File: src/rtl/l1_ahb_in_hold_stage.sv
// AHB input-port hold stage: passes transfers straight to the decoder, or parks one until the target output stage is granted.
// Optional build macro: L1_AHB_IN_HOLD_SEQ2NSEQ_EN presents a held SEQ transfer to the decoder as NONSEQ.
module l1_ahb_in_hold_stage (
  input  logic        HCLK,
  input  logic        HRESET,
  input  logic        HSELS,
  input  logic [31:0] HADDRS,
  input  logic [1:0]  HTRANSS,
  input  logic        HWRITES,
  input  logic [2:0]  HSIZES,
  input  logic        HREADYS,
  input  logic        active_dec,
  input  logic        readyout_dec,
  input  logic [1:0]  resp_dec,
  output logic        HREADYOUTS,
  output logic [1:0]  HRESPS,
  output logic        sel_dec,
  output logic [31:0] addr_dec,
  output logic [1:0]  trans_dec,
  output logic        write_dec,
  output logic [2:0]  size_dec,
  output logic        ready_dec
);

  localparam int unsigned ADDR_W  = 32;
  localparam int unsigned TRANS_W = 2;
  localparam int unsigned SIZE_W  = 3;

  typedef enum logic {
    PASS = 1'b0,
    HOLD = 1'b1
  } state_t;

  state_t               state_q;
  state_t               state_d;
  logic [ADDR_W-1:0]    addr_q;
  logic [TRANS_W-1:0]   trans_q;
  logic                 write_q;
  logic [SIZE_W-1:0]    size_q;
  logic                 vt;
  logic                 load;
  logic [TRANS_W-1:0]   held_trans;

  assign vt   = HSELS & HTRANSS[1] & HREADYS;
  assign load = (state_q == PASS) & vt & ~active_dec;

`ifdef L1_AHB_IN_HOLD_SEQ2NSEQ_EN
  // A held burst beat loses its predecessor at the decoder, so restart it as NONSEQ.
  assign held_trans = (trans_q == 2'b11) ? 2'b10 : trans_q;
`else
  assign held_trans = trans_q;
`endif

  // State and holding registers; holding registers load only on entry to HOLD.
  always_ff @(posedge HCLK) begin
    if (HRESET) begin
      state_q <= PASS;
      addr_q  <= '0;
      trans_q <= '0;
      write_q <= 1'b0;
      size_q  <= '0;
    end else begin
      state_q <= state_d;
      if (load) begin
        addr_q  <= HADDRS;
        trans_q <= HTRANSS;
        write_q <= HWRITES;
        size_q  <= HSIZES;
      end
    end
  end

  // Next state and output muxing between live master inputs and the held transfer.
  always_comb begin
    state_d    = state_q;
    sel_dec    = HSELS;
    addr_dec   = HADDRS;
    trans_dec  = HTRANSS;
    write_dec  = HWRITES;
    size_dec   = HSIZES;
    ready_dec  = HREADYS;
    HREADYOUTS = readyout_dec;
    HRESPS     = resp_dec;
    case (state_q)
      PASS: begin
        if (vt && !active_dec) state_d = HOLD;
      end
      HOLD: begin
        sel_dec    = 1'b1;
        addr_dec   = addr_q;
        trans_dec  = held_trans;
        write_dec  = write_q;
        size_dec   = size_q;
        ready_dec  = active_dec;
        HREADYOUTS = 1'b0;
        HRESPS     = 2'b00;
        if (active_dec) state_d = PASS;
      end
      default: state_d = PASS;
    endcase
  end

endmodule

File: config.mk
export PLATFORM = sky130hd
export DESIGN_NAME = l1_ahb_in_hold_stage
export DESIGN_NICKNAME = d
export VERILOG_FILES = /design/src/rtl/l1_ahb_in_hold_stage.sv
export SDC_FILE = /design/constraint.sdc
export NUM_CORES = 1
export LEC_CHECK = 0
export CORE_UTILIZATION = 45
export DETAILED_ROUTE_END_ITERATION = 8
export GPL_TIMING_DRIVEN = 0
export PLACE_DENSITY_LB_ADDON = 0.15
export SLEW_MARGIN = 0
export SYNTH_ARGS = -nofsm -noshare
export SYNTH_HDL_FRONTEND = slang
export SYNTH_SLANG_ARGS = --single-unit
File: constraint.sdc
create_clock -name HCLK -period 3.9 [get_ports HCLK]
set_clock_uncertainty 0.2 [all_clocks]
set_input_delay 0.585 -clock HCLK [delete_from_list [all_inputs] [get_ports HCLK]]
set_output_delay 0.585 -clock HCLK [all_outputs]
set_load 0.03 [all_outputs]
======== After elaboration in Yosys (flattened, before gate mapping) ========
Cells that the tools add are included.
word-level totals
  register bits after elaboration ......... 39
  bits of input ports ..................... 46
  output and inout port bits .............. 43
  word-level logic and storage cells ...... 24
operators by class
  multiplexer cells ....................... 11
  bitwise operators ....................... 6
  reduce and logical (&&, ||, !) cells .... 2
operators by type and width
  kind                                   count
  32-bit two-way mux                     1
  1-bit two-way mux                      6
  1-bit bitwise AND                      4
  2-bit two-way mux                      2
  3-bit two-way mux                      1
  1-bit NOT                              2
  1-bit one-hot mux with 2 select lines  1
  1-bit logical AND                      1
  1-bit logical NOT                      1

======== Longest topological paths before layout ========
  depth after elaboration ................. 5
  mapped depth ............................ 6
  gate-level depth less buffers ........... 3

======== Worst setup path before layout ========
Ideal clock, no wire load.
  kind .................................... reg2out
  from .................................... register state_q
  to ...................................... output port addr_dec[0]
  arrival ................................. 1.052 ns
  path slack .............................. 2.063 ns
  stages on the path, launching flop included .. 4
  path buffers ............................ 2
  cell sequence ........................... dfxtp_1 > buf_6 > buf_2 > mux2_2
on the way
  word-level cells in the longest chain between the ends .. 1
ends and longest elaborated chain
  what                    RTL line  RTL
  start, declared         34        state_t state_q;
  start signal, assigned  63        state_q <= state_d;
  32-bit two-way mux      84        case (state_q)
  end, declared           18        output logic [31:0] addr_dec,
No other way between the ends.

======== Worst setup path after layout ========
  from .................................... register state_q
  to ...................................... output port size_dec[0]
on the way
  word-level cells in the longest chain between the ends .. 1
ends and longest elaborated chain
  what               RTL line  RTL
  3-bit two-way mux  84
  end, declared      21        output logic [2:0] size_dec,
No other way between the ends.

==> flow_summary_export.csv <==
group,metric,value,unit
outcome,run_status,"completed",
critical_path,crit_family,"buffers and inverters",
critical_path,reg2reg_depth,6,
floorplan,dieHeight,72.9,um
timing,worst_slew_pin_slew,0.413,ns
detailed_routing,drtAntennaViolNets,0,
timing,timing.final.hold_violations,0,
grt,grt_pass1_wl,8.24,mm
timing,timing.max_slew.rel_slack,0.724,
cts,clockBufferDepth,2,
layout,drive_gt1_frac,0.182,
cts,cts_tree,"yes",
yosys,syn_inst,219,
cts,cts_made_buffers,5,
cts,h-tree-depth,2,
yosys,synth_cell_types,16,
worst_hold_path,hold_path_depth,2,
critical_path,slowest_delay,0.59,ns
critical_path,critPathRequiredTime,3.12,ns
yosys,synth_area_leader_cell,"dfxtp_1",
timing,max_freq,359,MHz
critical_path,slowest_stage,"clkdlybuf4s50_1",
place,detailed_place.area,3220,sq um
power_and_ir_drop,p_leak,1.17,nW
place,gp_congestion,0.749,
layout,area_growth,46.7,%
detailed_routing,avgRoutedWirePerCell,13.0,um
layout,final_cell_mix,"clkdlybuf4s50_1, nand2b_1, dfxtp_1",
yosys,synth_area_per_cell,10.3,sq um
yosys,synth.net_count,265,
cts,cts.sinks,39,
detailed_routing,drc,0,
grt,grt_pass1_vias,1816,
place,dpl.hpwl,3.60,mm
floorplan,rows,25,
timing,drv_slew,0,
place,portBuffers,87,
worst_hold_path,hp-class,"reg -> reg",
layout,fin_area,3320,sq um
yosys,yosys_warnings,0,
timing,period_share,0.715,
power_and_ir_drop,peakVddDrop,189,uV
critical_path,crit_buf_inv,3,
floorplan,start_util,0.472,
cts,cts_setup_buffers,0,
critical_path,cp.arrival,2.00,ns
detailed_routing,drtPass1Iterations,4,
layout,diodes,0,
yosys,synth_area_leaders,"dfxtp_1, nand2b_1, mux2_2, mux2i_1, buf_12",
floorplan,io_pins,89,
critical_path,r2r_slack,2.28,ns
detailed_routing,dr.first_iter.drc_count,77,
critical_path,rr_startpoint,"state_q$_SDFF_PP0_",
timing,finalCriticalPeriod,2.79,ns
detailed_routing,vias,1811,
power_and_ir_drop,power_density,290,nW/um^2
critical_path,r2r_end,"addr_q[7]$_SDFFE_PP0P_",
critical_path,critPathKind,"reg -> out",
layout,fillers,399,
cts,hold_buffers,0,
critical_path,setup.worst_path.start_class,"flop",
timing,tns,0,ns
grt,grt_max_degree,12,
critical_path,path_cells,"buf_6 > buf_2 > mux2_2 > clkdlybuf4s50_1",
worst_hold_path,holdPathEnd,"held_trans[1]$_SDFFE_PP0P_",
timing,rsz0062_at_grt,"false",
yosys,synth_area,2260,sq um
critical_path,cp_max_fo,10,
layout,final_common_cell,"clkdlybuf4s50_1",
grt,grt_overflow_total,0,
layout,multi_input_area,1340,sq um
cts,cts_resized,0,
yosys,yosys_register_bits,39,
flow_run,cap_violations,0,
yosys,synth.top_cell.area_share,0.345,
grt,track_usage,0.203,
floorplan,dieWidth,72.9,um
cts,clk_latency,0.29,ns
detailed_routing,viasPerCell,4.75,
timing,setup_viol,0,
grt,antenna_found_initial,0,
yosys,ys_seq_area_frac,0.345,
cts,root_buffer,"clkbuf_8",
layout,seq_area,781,sq um
layout,nNetsFinal,359,
timing,hold_slack,0.265,ns
critical_path,cp-end-kind,"primary output",
floorplan,core,4790,sq um
worst_hold_path,holdCritStartpoint,"held_trans[1]$_SDFFE_PP0P_",
cts,path_clk_slew,0.08,ns
detailed_routing,wirelength,4.95,mm
floorplan,dieArea,5310,sq um
[synthesized netlist by cell type, drive strengths merged]
library cell   n
mux2          38
nor3           1
or2            1
clkbuf         8
nand2b        76
dfxtp         39
buf            9
mux2i         37
nand2          3
a21oi          2
or3            1
nor2b          3
inv            1
[worst min-delay path: stages, from the launching register on]
cell and delay [ns]:
dfxtp_1 0.32, inv_1 0.05, a21oi_1 0.05
[state kept, by name, indices dropped and copies added, names as in the netlist]
| signal | flops |
|---|---|
| size_q | 3 |
| write_q | 1 |
| addr_q | 32 |
| state_q | 1 |
| held_trans | 2 |
[final cells by class]
class / instances / area share
clock buffer: 8 / 0.0302
buffer: 17 / 0.0400
inverter: 1 / 0.00113
tap: 67 / 0.0253
timing repair buffer: 87 / 0.263
multi-input combinational: 162 / 0.405
sequential: 39 / 0.235
[worst max path at each step]
stage	start	end	slack, ns	cells after the start
after global routing	state_q$_SDFF_PP0_	addr_dec[4]	1.01	4
after detailed placement	active_dec	ready_dec	1.15	3
final	state_q$_SDFF_PP0_	size_dec[0]	1.11	4
after global placement	active_dec	ready_dec	1.16	3
after floorplan	state_q$_SDFF_PP0_	addr_dec[0]	2.06	3
after CTS	state_q$_SDFF_PP0_	size_dec[0]	1.07	4
[where the power goes]
part | switching (mW) | internal, mW | leakage [nW] | total (mW)
sequential | 0.00423 | 0.407 | 0.316 | 0.411
clock | 0.141 | 0.162 | 0.0515 | 0.303
combinational | 0.114 | 0.135 | 0.800 | 0.249
total | 0.260 | 0.703 | 1.17 | 0.963
[metrics by stage]
step                 util  total power, mW  cells  setup WS, ns
CTS                 0.693            0.972    381          1.07
floorplan               -            0.556    219          2.06
global placement    0.672            0.668    373          1.16
global route        0.693             1.00    381          1.01
finish              0.693            0.963    381          1.11
detailed placement  0.672            0.670    373          1.15
[per-layer routing]
metal	global-route usage	share of wire	vias up
met3	0.0622	0.061	5
met4	0.0632	0.012	0
met2	0.352	0.48	53
li1	-	-	914
met5	0	0	-
met1	0.240	0.45	839
[kinds of logic (layout without fill, tap and decap cells)]
logic type      after synthesis  count (layout)  synth area share
buf+inv                      18             113            0.0603
simple gates                 85              85             0.237
mux                          75              75             0.353
compound gates                2               2           0.00443
flops                        39              39             0.345
Power figures use the tool's default switching activity.
